File: src/rtl/hazard_stall_ctrl.sv
// hazard_stall_ctrl: load-use / ID-branch hazard detection and bubble
// sequencing for the 5-stage MIPS pipeline. Detection is combinational; a
// small RUN/HOLD FSM carries the second bubble of a branch-on-EX-load hazard
// so the bubble count is fixed at detection time.
// Optional build macro: HAZARD_PERF_CNT_EN adds saturating stall-cycle
// counters split by cause (load-use vs branch); without it both perf ports
// read zero.
module hazard_stall_ctrl (
    input  logic        clk,
    input  logic        rst,
    input  logic [4:0]  id_Rs,
    input  logic [4:0]  id_Rt,
    input  logic        id_use_rs,
    input  logic        id_use_rt,
    input  logic        id_is_branch,
    input  logic [4:0]  ex_wreg,
    input  logic        ex_RegWrite,
    input  logic        ex_MemRead,
    input  logic [4:0]  mem_wreg,
    input  logic        mem_MemRead,
    input  logic        flush,
    output logic        pc_stall,
    output logic        if_id_stall,
    output logic        stall_id_ex,
    output logic        hazard_busy,
    output logic [31:0] perf_lu_cnt,
    output logic [31:0] perf_br_cnt
);

    typedef enum logic [1:0] {
        RUN  = 2'b00,
        HOLD = 2'b01
    } state_t;

    state_t      state_q, state_d;
    logic [1:0]  left_q, left_d;
    logic        ex_hit, mem_hit;
    logic [1:0]  demand;
    logic        stall_all;
    logic        busy;

    // Register-match terms; $zero never produces a hit.
    always_comb begin
        ex_hit  = (ex_wreg != 5'd0) &&
                  ((id_use_rs && (ex_wreg == id_Rs)) ||
                   (id_use_rt && (ex_wreg == id_Rt)));
        mem_hit = (mem_wreg != 5'd0) &&
                  ((id_use_rs && (mem_wreg == id_Rs)) ||
                   (id_use_rt && (mem_wreg == id_Rt)));
    end

    // Bubble demand: maximum of all applicable hazard terms.
    always_comb begin
        demand = 2'd0;
        if ((ex_MemRead && ex_hit) ||
            (id_is_branch && ex_RegWrite && !ex_MemRead && ex_hit) ||
            (id_is_branch && mem_MemRead && mem_hit)) begin
            demand = 2'd1;
        end
        if (id_is_branch && ex_MemRead && ex_hit) begin
            demand = 2'd2;
        end
    end

    // FSM next state and stall outputs; reset, then flush, take priority.
    always_comb begin
        state_d   = state_q;
        left_d    = left_q;
        stall_all = 1'b0;
        busy      = 1'b0;
        if (!rst) begin
            state_d = RUN;
            left_d  = 2'd0;
        end else if (flush) begin
            state_d = RUN;
            left_d  = 2'd0;
        end else begin
            case (state_q)
                RUN: begin
                    if (demand != 2'd0) begin
                        stall_all = 1'b1;
                    end
                    if (demand == 2'd2) begin
                        state_d = HOLD;
                        left_d  = 2'd1;
                    end
                end
                HOLD: begin
                    stall_all = 1'b1;
                    busy      = 1'b1;
                    left_d    = left_q - 2'd1;
                    if (left_q == 2'd1) begin
                        state_d = RUN;
                    end
                end
                default: begin
                    state_d = RUN;
                    left_d  = 2'd0;
                end
            endcase
        end
    end

    // FSM state register (synchronous active-low reset).
    always_ff @(posedge clk) begin
        if (!rst) begin
            state_q <= RUN;
            left_q  <= 2'd0;
        end else begin
            state_q <= state_d;
            left_q  <= left_d;
        end
    end

    assign pc_stall    = stall_all;
    assign if_id_stall = stall_all;
    assign stall_id_ex = stall_all;
    assign hazard_busy = busy;

`ifdef HAZARD_PERF_CNT_EN
    logic        cause_br_q, cause_br_d;
    logic        cur_br;
    logic [31:0] lu_cnt_q, lu_cnt_d;
    logic [31:0] br_cnt_q, br_cnt_d;

    // Cause tracking: latched while in RUN, held across HOLD; saturating counts.
    always_comb begin
        cause_br_d = (state_q == RUN) ? id_is_branch : cause_br_q;
        cur_br     = (state_q == HOLD) ? cause_br_q : id_is_branch;
        lu_cnt_d   = lu_cnt_q;
        br_cnt_d   = br_cnt_q;
        if (stall_all && !cur_br && (lu_cnt_q != 32'hFFFF_FFFF)) begin
            lu_cnt_d = lu_cnt_q + 32'd1;
        end
        if (stall_all && cur_br && (br_cnt_q != 32'hFFFF_FFFF)) begin
            br_cnt_d = br_cnt_q + 32'd1;
        end
    end

    // Counter and cause registers.
    always_ff @(posedge clk) begin
        if (!rst) begin
            cause_br_q <= 1'b0;
            lu_cnt_q   <= 32'd0;
            br_cnt_q   <= 32'd0;
        end else begin
            cause_br_q <= cause_br_d;
            lu_cnt_q   <= lu_cnt_d;
            br_cnt_q   <= br_cnt_d;
        end
    end

    assign perf_lu_cnt = lu_cnt_q;
    assign perf_br_cnt = br_cnt_q;
`else
    assign perf_lu_cnt = 32'h0;
    assign perf_br_cnt = 32'h0;
`endif

endmodule
File: config.mk
export PLATFORM = sky130hd
export DESIGN_NAME = hazard_stall_ctrl
export DESIGN_NICKNAME = d
export VERILOG_FILES = /design/src/rtl/hazard_stall_ctrl.sv
export SDC_FILE = /design/constraint.sdc
export NUM_CORES = 1
export LEC_CHECK = 0
export BUFFER_PORTS_ARGS = -buffer_cell sky130_fd_sc_hd__buf_2
export CAP_MARGIN = 10
export CORE_ASPECT_RATIO = 1.2
export CORE_MARGIN = 2
export CORE_UTILIZATION = 32
export CTS_CLUSTER_DIAMETER = 40
export CTS_CLUSTER_SIZE = 14
export DETAILED_ROUTE_END_ITERATION = 10
export PLACE_DENSITY = 0.77
export SLEW_MARGIN = 30
export SYNTH_ARGS = -nofsm -noshare
export SYNTH_HDL_FRONTEND = slang
export SYNTH_SLANG_ARGS = --single-unit
File: constraint.sdc
create_clock -name clk -period 2.6 [get_ports clk]
set_input_delay 0.78 -clock clk [delete_from_list [all_inputs] [get_ports clk]]
set_output_delay 0.78 -clock clk [all_outputs]
set_load 0.01 [all_outputs]
Yosys cells after proc, flatten, opt, wreduce, memory -nomap -nowiden
Cells that the tools add are included.
Widths: inputs -> output; s select.
{ "word_totals": {"ff_bits": 4, "input_bits": 29, "out_inout_bits": 68, "wordCells": 51} }
{ "op_classes": {"addsub": 1, "n_eq_ne": 9, "n_mux": 13, "bitwise": 1, "reduce_logical": 25} }
{ "op_table": {"columns": ["operator", "count"], "rows": [
  ["$eq 5x5->1", 4],
  ["$logic_and 1x1->1", 14],
  ["$reduce_bool 5->1", 2],
  ["$pmux 2 s2", 2],
  ["$mux 1", 7],
  ["$mux 2", 3],
  ["$eq 2x1->1 const B", 2],
  ["$logic_or 1x1->1", 4],
  ["$ne 2x2->1 const B", 2],
  ["$eq 2x2->1 const B", 1],
  ["$logic_not 2->1", 1],
  ["$pmux 1 s2", 1],
  ["$reduce_and 2->1", 1],
  ["$reduce_bool 2->1", 1],
  ["$reduce_or 2->1", 1],
  ["$sub 2x1->2 const B", 1],
  ["$logic_not 1->1", 1],
  ["$not 1->1", 1]
]} }

Logic depth before layout (Yosys ltp)
Gate-level depths: netlist of the first run.
{ "depth": {"word_depth": 14, "depth_mapped": 6} }

Worst setup path after synthesis of the first run
No wires, ideal clock.
{ "synth_path": {"path_kind": "input port to output port", "startpoint": "input id_Rs[3]", "endpoint": "output pc_stall", "t_arrival_ps": 1995, "path_slack_ps": -175, "stages": 6, "cell_sequence": "xor2_1 > nor4_1 > nand3_1 > a221o_1 > o311ai_1 > buf_4"} }
{ "synth_via": {"elab_chain_len": 14} }
{ "synth_lines": {"columns": ["item", "line", "rtl"], "rows": [
  ["from (decl)", "11", "input logic [4:0] id_Rs,"],
  ["$eq 5x5->1", "45", "((id_use_rs && (ex_wreg == id_Rs)) ||"],
  ["$logic_and 1x1->1", "45", null],
  ["$logic_or 1x1->1", "45", null],
  ["$logic_and 1x1->1", "44", "ex_hit = (ex_wreg != 5'd0) &&"],
  ["$logic_and 1x1->1 (on tied branches)", "55, 56", null],
  ["$logic_or 1x1->1", "55", "if ((ex_MemRead && ex_hit) ||"],
  ["$logic_or 1x1->1", "56", "(id_is_branch && ex_RegWrite && !ex_MemRead && ex_hit) ||"],
  ["$mux 1", "55", null],
  ["$mux 2 *", "60", "if (id_is_branch && ex_MemRead && ex_hit) begin"],
  ["$reduce_bool 2->1 *", "80", "if (demand != 2'd0) begin"],
  ["$mux 1 *", "80", null],
  ["$pmux 1 s2 *", "78", "case (state_q)"],
  ["$mux 1 *", "74", "end else if (flush) begin"],
  ["$mux 1 *", "71", "if (!rst) begin"],
  ["to (decl)", "22", "output logic pc_stall,"]
]} }
Every way passes the cells marked *; elsewhere a longest branch is shown, timed or not.

Worst setup path in the final report of the first run
{ "layout_path": {"startpoint": "input mem_wreg[3]", "endpoint": "output if_id_stall"} }
{ "layout_via": {"elab_chain_len": 13} }
{ "layout_lines": {"columns": ["item", "line", "rtl"], "rows": [
  ["from (decl)", "19", "input logic [4:0] mem_wreg,"],
  ["$eq 5x5->1 (on tied branches)", "48, 49", null],
  ["$logic_and 1x1->1 (on tied branches)", "48, 49", null],
  ["$logic_or 1x1->1", "48", "((id_use_rs && (mem_wreg == id_Rs)) ||"],
  ["$logic_and 1x1->1 *", "47", "mem_hit = (mem_wreg != 5'd0) &&"],
  ["$logic_and 1x1->1 *", "57", "(id_is_branch && mem_MemRead && mem_hit)) begin"],
  ["$logic_or 1x1->1 *", "56", null],
  ["$mux 1 *", "55", null],
  ["$mux 2 *", "60", null],
  ["$reduce_bool 2->1 *", "80", null],
  ["$mux 1 *", "80", null],
  ["$pmux 1 s2 *", "78", null],
  ["$mux 1 *", "74", null],
  ["$mux 1 *", "71", null],
  ["to (decl)", "23", "output logic if_id_stall,"]
]} }
Marks and branches as above.

==> results_dict.tcl, run 1 <==
set metrics [dict create \
    status "finished, violations left" \
    violations "setup timing" \
    ioPinCount 97 \
    clkSlewWorstSetupHoldPaths_ps 40 \
    viasPerCell 3.74 \
    clockBufferDepth 2 \
    synth_cells 125 \
    placed_cell_area_um2 971 \
    yosysMostFrequentCell "buf_4" \
    hpwl_mm 1.53 \
    num-nets-final 201 \
    synth_async_sr_flop_share_pct 0 \
    cts_max_level 1 \
    worst_setup_path_start_kind "primary input" \
    rsz0062_at_grt "true" \
    worst_slack_ps -313 \
    cts_root_buf "clkbuf_4" \
    placed_cells 199 \
    die_h_um 63.0 \
    leakage_nw 0.583 \
    syn_to_final_growth_pct 16.7 \
    synth_edf_count 0 \
    synthDistinctLibCells 21 \
    antenna_found_initial 0 \
    hp-class "reg -> reg" \
    cts_hold_buf 0 \
    cts_tree "built" \
    finClkSkew_ps 0.174 \
    gp_congestion 0.757 \
    wl_per_cell_um 8.96 \
    max_cap_viol_count 0 \
    period_share_pct 112 \
    crit_required_ps 1820 \
    path_class "in -> out" \
    grtUsageTotal_pct 10.4 \
    hold_viol_final 0 \
    num_vias 762 \
    avgSynthCellArea_um2 7.42 \
    stdcell_area_um2 1080 \
    yosysTopAreaCell "buf_4" \
    arrival_ps 2130 \
    fin_cells 204 \
    fmax_mhz 343 \
    synth_top_area_share_pct 53.4 \
    drc 0 \
    start_util_pct 33.3 \
    ys_ff_latch 3 \
    die_w_um 53.1 \
    synth_seq_area_share_pct 6.48 \
    grt_first_pass_wirelength_mm 2.58 \
    finalSetupViolCount 3 \
    yosysWarnings 0 \
    die_area_um2 3350 \
    cts_sinks 3 \
    drive_above_1_share_pct 31.8 \
    grt_overflow_total 0 \
    io_buffers 32 \
    utilization_pct 38.9 \
    cp_max_fo 3 \
    grt_max_degree 7 \
    min_period_ps 2910 \
    fin_hold_ws_ps 524 \
    drt_iter0_drc 1 \
    drtAntennaViolNets 0 \
    yosys-top-cells-area "buf_4 53%, xnor2_1 11%, xor2_1 7.6%" \
    ys.flop_type "dfxtp_1" \
    maxSlewViolCount 0 \
    cts_buffers 3 \
    routed_wl_mm 1.83 \
    vdd_drop_max_mv 0.194 \
    synth_area_um2 927 \
    netlist_top_cells_count "66 x buf_4, 12 x xnor2_1, 8 x xor2_1, 7 x nand2_1, 4 x nand3_1" \
    dr.pass1.iters 4 \
    cp-end-kind "output pin" \
    insertedDiodeCount 0 \
    core_um2 2790 \
    p_per_area_nw_per_um2 253 \
    first_global_vias 688 \
    rows 21 \
    clk_latency_ps 240 \
]
==> path summary, 6_finish.rpt <==
| kind | from | slack (ps) | endpoint | cells after the start |
|---|---|---|---|---|
| hold reg to reg | left_q[0] | 520 | left_q[0] | 2 |
| setup reg to reg | left_q[1] | 1680 | left_q[1] | 3 |
| setup / recovery | mem_wreg[3] | -310 | if_id_stall | 7 |
| hold / removal | left_q[0] | 520 | left_q[0] | 2 |
==> cells in the final DEF (no fill, tap or decap) <==
| cell type | n |
|---|---|
| nand2_1 | 7 |
| nand3_1 | 4 |
| xor2_1 | 5 |
| o311ai_4 | 1 |
| conb_1 | 64 |
| nor3_1 | 3 |
| xnor2_1 | 12 |
| nor2_1 | 3 |
| o31ai_1 | 1 |
| clkbuf_4 | 3 |
| buf_8 | 2 |
| a22o_1 | 1 |
| nand3b_1 | 1 |
| xor2_2 | 3 |
| buf_4 | 11 |
| nor4_2 | 2 |
| a221o_1 | 1 |
| dfxtp_1 | 3 |
| clkbuf_1 | 1 |
| nor2b_1 | 1 |
| a21oi_1 | 2 |
| nand4_1 | 3 |
| buf_6 | 3 |
| o22ai_2 | 1 |
| ha_1 | 1 |
| buf_2 | 28 |
| inv_1 | 3 |
==> cell families (layout without fill, tap and decap cells) <==
group / after synthesis / count (layout) / share of synthesized area (%)
xor gates and xnor gates: 20 / 20 / 18.9
and+or+nand+nor: 24 / 24 / 12.7
DFF: 3 / 3 / 6.48
buffers and inverters: 69 / 51 / 54.7
adders and majority gates: 1 / 1 / 1.35
AOI/OAI and AO/OA: 7 / 7 / 5.53
other: 1 / 64 / 0.404
==> critical path, stage by stage <==
cell	delay [ps]
buf_8	100
xor2_2	170
nor4_2	300
nand3_1	110
a221o_1	400
o311ai_4	80
buf_2	190
==> registers in the layout (all words and copies together) (netlist names) <==
register  cells
left_q        2
state_q       1
==> metal layers <==
metal	vias up	track usage, %	share of wire [%]
li1	361	-	-
met3	6	2.63	12
met1	332	8.83	30
met2	63	19.8	55
met4	0	6.73	3.4
met5	-	0	0
==> where the power goes <==
part | switching (mW) | internal, mW | total, mW | leakage [nW]
Combinational | 0.0869 | 0.0561 | 0.143 | 0.544
Clock | 0.0265 | 0.0577 | 0.0842 | 0.0150
Sequential | 0.000170 | 0.0465 | 0.0466 | 0.0242
==> repair_timing <==
| action | in CTS | in global routing |
|---|---|---|
| buffers inserted | 1 | 0 |
| gates resized for setup | 6 | 9 |
| setup endpoints to repair | 3 | 3 |
| pin swaps | 1 | 6 |
| gates cloned | 0 | 0 |
==> stage by stage <==
step                      setup slack, ps  setup TNS, ps  total power, mW
after floorplan                     -91.2           -182            0.194
after global placement               -298           -870            0.172
after detailed placement             -369          -1080            0.173
after CTS                            -295           -859            0.268
after global routing                 -372          -1110            0.299
final                                -313           -919            0.274
==> area by class of cell <==
type | instances | area, µm²
Clock buffer | 4 | 26.3
Sequential cell | 3 | 60.1
Tap cell | 34 | 42.5
Multi-Input combinational cell | 116 | 656
Timing Repair Buffer | 44 | 287
Fill cell | 306 | 1700
Inverter | 3 | 11.3
Power figures use the tool's default switching activity.
==> inputs of run 2 (changes only) <==
--- a/config.mk
+++ b/config.mk
@@ -5,15 +5,17 @@
 export SDC_FILE = /design/constraint.sdc
 export NUM_CORES = 1
 export LEC_CHECK = 0
+export ABC_AREA = 1
 export BUFFER_PORTS_ARGS = -buffer_cell sky130_fd_sc_hd__buf_2
 export CAP_MARGIN = 10
 export CORE_ASPECT_RATIO = 1.2
 export CORE_MARGIN = 2
-export CORE_UTILIZATION = 32
+export CORE_UTILIZATION = 38
 export CTS_CLUSTER_DIAMETER = 40
 export CTS_CLUSTER_SIZE = 14
 export DETAILED_ROUTE_END_ITERATION = 10
-export PLACE_DENSITY = 0.77
+export HOLD_SLACK_MARGIN = 0.03
+export PLACE_DENSITY = 0.81
 export SLEW_MARGIN = 30
 export SYNTH_ARGS = -nofsm -noshare
 export SYNTH_HDL_FRONTEND = slang
==> constraint.sdc (replaced) <==
create_clock -name clk -period 2.8 [get_ports clk]
set_input_delay 0.84 -clock clk [delete_from_list [all_inputs] [get_ports clk]]
set_output_delay 0.84 -clock clk [all_outputs]
set_load 0.01 [all_outputs]
==> run 2 against run 1 <==
The flow now finishes without violations. Hold slack barely moved. Sequential cell count is the same. Cell area down 1.4%. Non-clock buffer count down 12. Power decreased by 13%. Combinational power down 17%. First-iteration DRC count grew to 8.0 times the previous value. Largest cell class unchanged.
==> results_dict.tcl, run 2 <==
set metrics [dict create \
    status "finished, final reports clean" \
    leakage_nw 0.747 \
    yosysMostFrequentCell "buf_4" \
    yosysTopAreaCell "buf_4" \
    period_share_pct 95.0 \
    synth_async_sr_flop_share_pct 0 \
    cts_root_buf "clkbuf_4" \
    grtUsageTotal_pct 10.6 \
    synth_compound_gate_area_share_pct 4.80 \
    hold_viol_final 0 \
    first_global_vias 722 \
    p_per_area_nw_per_um2 224 \
    cts_max_level 1 \
    num_vias 939 \
    cts_sinks 3 \
    stdcell_area_um2 1070 \
    rsz0062_at_grt "false" \
    netlist_top_cells_count "66 x buf_4, 47 x nand2_1, 20 x inv_1, 16 x nor2_1, 9 x nand3_1" \
    ys_ff_latch 3 \
    utilization_pct 38.7 \
    final_common_cell "conb_1" \
    worst_path_most_repeated_cell "nand2_2" \
    synth.area.mux_share_pct 0 \
    yosysWarnings 0 \
    critPathTopFamily "simple AND/OR/NAND/NOR gates" \
    synth_area_um2 1090 \
    path_class "in -> out" \
    largest_reg_flops 2 \
    cp_cell_sequence "buf_2 > inv_2 > nand2_1 > nand2_1 > nor2_2 > nand3_2 > nand2_2 > nand3_2 > nand2_2 > nand2_2 > nand2_2 > buf_2" \
    crit_required_ps 1960 \
    synth_xor_area_share_pct 0.800 \
    top_regs "left_q (2), state_q (1)" \
    top_register "left_q" \
    synth_top_family_by_area "buffers and inverters" \
    reg2reg_from "left_q[0]" \
    yosys-top-cells-area "buf_4 45%, nand2_1 16%, inv_1 6.9%" \
    antenna_found_initial 0 \
    placed_cells 255 \
    clkSlewWorstSetupHoldPaths_ps 40 \
    routed_wl_mm 1.85 \
    synth_edf_count 0 \
    cp_max_fo 4 \
    synth_top_area_share_pct 45.3 \
    die_w_um 53 \
    min_period_ps 2660 \
    drive_above_1_share_pct 23.1 \
    insertedDiodeCount 0 \
    start_util_pct 39.7 \
    cp-end-kind "output pin" \
    syn_to_final_growth_pct -2.51 \
    grt_overflow_total 0 \
    die_h_um 62.8 \
    dr.pass1.iters 4 \
    core_um2 2760 \
    ioPinCount 97 \
    clk_latency_ps 240 \
    worst_setup_path_start_kind "primary input" \
    gp_congestion 0.853 \
    cp_num_buf_inv 3 \
    final_cell_mix "64 x conb_1, 46 x nand2_1, 32 x buf_2" \
    die_area_um2 3330 \
    maxSlewViolCount 0 \
    fin_cells 259 \
    arrival_ps 1820 \
    avgSynthCellArea_um2 5.70 \
    finalSetupViolCount 0 \
    viasPerCell 3.63 \
    placed_cell_area_um2 1040 \
    synth_seq_area_share_pct 5.49 \
    slowest_stage "buf_2" \
    io_buffers 32 \
    drt_iter0_drc 8 \
    cts_tree "built" \
    clockBufferDepth 2 \
    yosys.area_share.simple_pct 32.9 \
    fmax_mhz 376 \
    crit_path_start "ex_wreg[2]" \
    fin_setup_tns_ps 0 \
    cts_setup_buffers 0 \
    slowest_delay_ps 120 \
    num-nets-final 256 \
    grt_max_degree 5 \
    fin_hold_ws_ps 524 \
    max_cap_viol_count 0 \
    r2r_slack_ps 1980 \
    wl_per_cell_um 7.14 \
    grt_first_pass_wirelength_mm 2.74 \
    rows 21 \
    synthDistinctLibCells 18 \
    finClkSkew_ps 6.55 \
    drc 0 \
    hpwl_mm 1.72 \
    hp-class "reg -> reg" \
    ys.flop_type "dfxtp_1" \
    cts_buffers 3 \
    nFillCells 346 \
    hold_path_startpoint "state_q[0]" \
    synth_cells 192 \
    synthAdderAreaFrac_pct 1.14 \
    drtAntennaViolNets 0 \
    vdd_drop_max_mv 0.0946 \
]
## run 2: cell types whose count changed in the layout (fill, tap and decap cells not counted), sizes merged, moves of 2 or more
cell / previous run / this run
inv: 3 / 27
nand4: 3 / 0
buf: 44 / 32
nand3: 4 / 11
nand2: 7 / 50
nor4: 2 / 0
xnor2: 12 / 0
nor2: 3 / 20
o21ai: 0 / 8
xor2: 8 / 1
## run 2: cell families (layout without fill, tap and decap cells)
group / after synthesis / count (layout)
adders and majority gates: 1 / 1
buffers and inverters: 93 / 63
xor gates and xnor gates: 1 / 1
and+or+nand+nor: 83 / 83
DFF: 3 / 3
AOI/OAI and AO/OA: 10 / 10
other: 1 / 64
## run 2: report_power, final
group          internal, mW  switching [mW]  total (mW)
Sequential           0.0432        0.000154      0.0434
Clock                0.0535          0.0235      0.0770
Combinational        0.0338          0.0849       0.119
## run 2: final timing paths
path | end | cells after the start
max | stall_id_ex | 12
min | state_q[0] | 3
max reg2reg | left_q[1] | 3
min reg2reg | state_q[0] | 3
## run 2: area by class of cell
| cell class | instances | area [µm²] | area share [%] |
|---|---|---|---|
| Inverter | 27 | 101 | 9.50 |
| Multi-Input combinational cell | 159 | 677 | 63.4 |
| Timing Repair Buffer | 32 | 160 | 15.0 |
| Tap cell | 34 | 42.5 | 3.99 |
| Clock buffer | 4 | 26.3 | 2.46 |
| Sequential cell | 3 | 60.1 | 5.63 |
## run 2: what timing repair did
action | in CTS | in global routing
resized for setup | 0 | 1
hold buffers | 0 | 0
endpoints found under the setup margin | 0 | 3
## run 2: tightest hold or removal path, stage by stage, from the launching register on
cell and delay [ps]:
dfxtp_1 310, nand2_1 50, inv_1 40, nor2_2 80
## run 2: metal layers
layer	track usage (%)	part of all wire, %
met1	12.7	40
met2	18.6	48
met3	1.20	11
met4	3.85	0.81
met5	0	0
## run 2: per-stage QoR
step                setup slack, ps  power (mW)
finish                          140       0.239
detailed placement              102       0.161
global route                   4.13       0.261
floorplan                       286       0.192
CTS                            99.9       0.241
global placement                146       0.160
==> inputs of run 3 (changes only) <==
--- a/config.mk
+++ b/config.mk
@@ -5,17 +5,17 @@
 export SDC_FILE = /design/constraint.sdc
 export NUM_CORES = 1
 export LEC_CHECK = 0
-export ABC_AREA = 1
+export ABC_AREA = 0
 export BUFFER_PORTS_ARGS = -buffer_cell sky130_fd_sc_hd__buf_2
 export CAP_MARGIN = 10
 export CORE_ASPECT_RATIO = 1.2
 export CORE_MARGIN = 2
-export CORE_UTILIZATION = 38
+export CORE_UTILIZATION = 35
 export CTS_CLUSTER_DIAMETER = 40
 export CTS_CLUSTER_SIZE = 14
 export DETAILED_ROUTE_END_ITERATION = 10
 export HOLD_SLACK_MARGIN = 0.03
-export PLACE_DENSITY = 0.81
+export PLACE_DENSITY = 0.8
 export SLEW_MARGIN = 30
 export SYNTH_ARGS = -nofsm -noshare
 export SYNTH_HDL_FRONTEND = slang
==> run 3 against run 2 <==
The run now ends with setup timing left. Via count decreased by 17%. First-iteration DRC count rose to 3.9 times the previous value. Wire length grew 11%. Sequential share of layout area shrank 0.078 points. Register-to-register slack worse by 100 ps. Largest power group unchanged. Utilization is 4.1 points higher. Non-clock buffer count up 13. Power up 8.0%. Count of clock-buffer cells in the layout unchanged. Critical endpoint is now if_id_stall.
==> results_dict.tcl, run 3 (synthesized netlist as in run 1, its figures left out) <==
set metrics [dict create \
    status "finished, violations left" \
    violations "setup timing" \
    drc 0 \
    drtAntennaViolNets 0 \
    leakage_nw 0.599 \
    cts_hold_buf 0 \
    drt_iter0_drc 31 \
    start_util_pct 36.7 \
    dr.pass1.iters 4 \
    critPathTopFamily "compound AO/OA/AOI/OAI gates" \
    cts_tree "built" \
    antenna_found_initial 0 \
    top_register "left_q" \
    gp_congestion 0.860 \
    ioPinCount 97 \
    grtUsageTotal_pct 12.1 \
    period_share_pct 108 \
    routed_wl_mm 2.05 \
    core_um2 2530 \
    cts_max_level 1 \
    stdcell_area_um2 1080 \
    hold_path_startpoint "left_q[0]" \
    cts_root_buf "clkbuf_4" \
    fin_setup_tns_ps -657 \
    power_mw 0.258 \
    p_per_area_nw_per_um2 238 \
    rows 20 \
    vdd_drop_max_mv 0.0919 \
    finalSetupViolCount 3 \
    maxSlewViolCount 0 \
    min_period_ps 3020 \
    grt_first_pass_wirelength_mm 2.80 \
    path_class "in -> out" \
    r2r_slack_ps 1880 \
    viasPerCell 3.84 \
    cp-end-kind "output pin" \
    die_h_um 60.4 \
    top_regs "left_q (2), state_q (1)" \
    min_path_cells 2 \
    rsz0062_at_grt "true" \
    io_buffers 32 \
    place_ws_ps -257 \
    max_cap_viol_count 0 \
    hold_viol_final 0 \
    cp_max_fo 3 \
    worst_setup_path_start_kind "primary input" \
    cp_cell_sequence "buf_8 > xor2_2 > nor4_1 > nand3_1 > a221o_1 > o311ai_4 > buf_2" \
    first_global_vias 706 \
    slowest_stage "a221o_1" \
    wl_per_cell_um 10.0 \
    syn_to_final_growth_pct 16.7 \
    clockBufferDepth 2 \
    worst_slack_ps -224 \
    die_w_um 51.0 \
    grt_overflow_total 0 \
    final_cell_mix "64 x conb_1, 28 x buf_2, 13 x buf_4" \
    hpwl_mm 1.52 \
    insertedDiodeCount 0 \
    num_vias 784 \
    cts_sinks 3 \
    reg2regPathDepth 2 \
    reg2reg_from "left_q[0]" \
    slowest_delay_ps 400 \
    placed_cells 198 \
    final_common_cell "conb_1" \
    fmax_mhz 331 \
    hp-class "reg -> reg" \
    min_to "left_q[0]" \
    fin_cells 204 \
    drive_above_1_share_pct 32.2 \
    die_area_um2 3080 \
    grt_max_degree 7 \
    cts_buffers 3 \
    clkSlewWorstSetupHoldPaths_ps 40 \
    r2r_end "left_q[1]" \
    arrival_ps 2180 \
    cp_num_buf_inv 2 \
    largest_reg_flops 2 \
    placed_cell_area_um2 970 \
    clk_latency_ps 240 \
    finClkSkew_ps 7.03 \
    num-nets-final 202 \
    crit_required_ps 1960 \
]
run 3: tightest hold or removal path: stages (launching register included):
cell     delay [ps]
dfxtp_1         320
nor2_1          100
a21oi_1          60
run 3: area by class of cell:
cell class              instances  area (µm²)
well taps                      33        41.3
repair buffers                 45         287
clock buffers                   4        26.3
flip-flops and latches          3        60.1
fillers                       256        1450
inverters                       3        11.3
multi-input cells             116         657
run 3: worst max-delay path by stage:
| stage | from | cells after the start | slack (ps) | to |
|---|---|---|---|---|
| after floorplan | id_Rt[1] | 6 | -10 | pc_stall |
| after global placement | id_Rs[3] | 7 | -210 | if_id_stall |
| after detailed placement | id_Rs[3] | 7 | -260 | if_id_stall |
| after CTS | id_Rs[1] | 7 | -230 | if_id_stall |
| after global routing | mem_wreg[1] | 7 | -290 | if_id_stall |
| final | mem_wreg[1] | 7 | -220 | if_id_stall |
run 3: routing by layer:
layer  vias up  routed length [µm]  track usage, %
met3         8                 205           0.985
met4         0                  80            11.2
met2        66                1130            23.9
li1        366                   -               -
met5         -                   0               0
met1       344                 630            10.6
run 3: through the flow:
stage | utilization [%] | hold slack, ps
floorplan | - | 501
global placement | 38.4 | 514
detailed placement | 38.4 | 517
CTS | 40.4 | 522
global route | 42.8 | 608
finish | 42.8 | 521
run 3: where the power goes:
group	switching, mW	internal [mW]
Sequential	0.000156	0.0431
Clock	0.0240	0.0535
Combinational	0.0840	0.0534
Total	0.108	0.150
run 3: repair_timing:
action                     CTS  global route
buffers inserted             1             1
setup endpoints to repair    3             3
pin swaps                    2             4
gates resized for setup      4             8
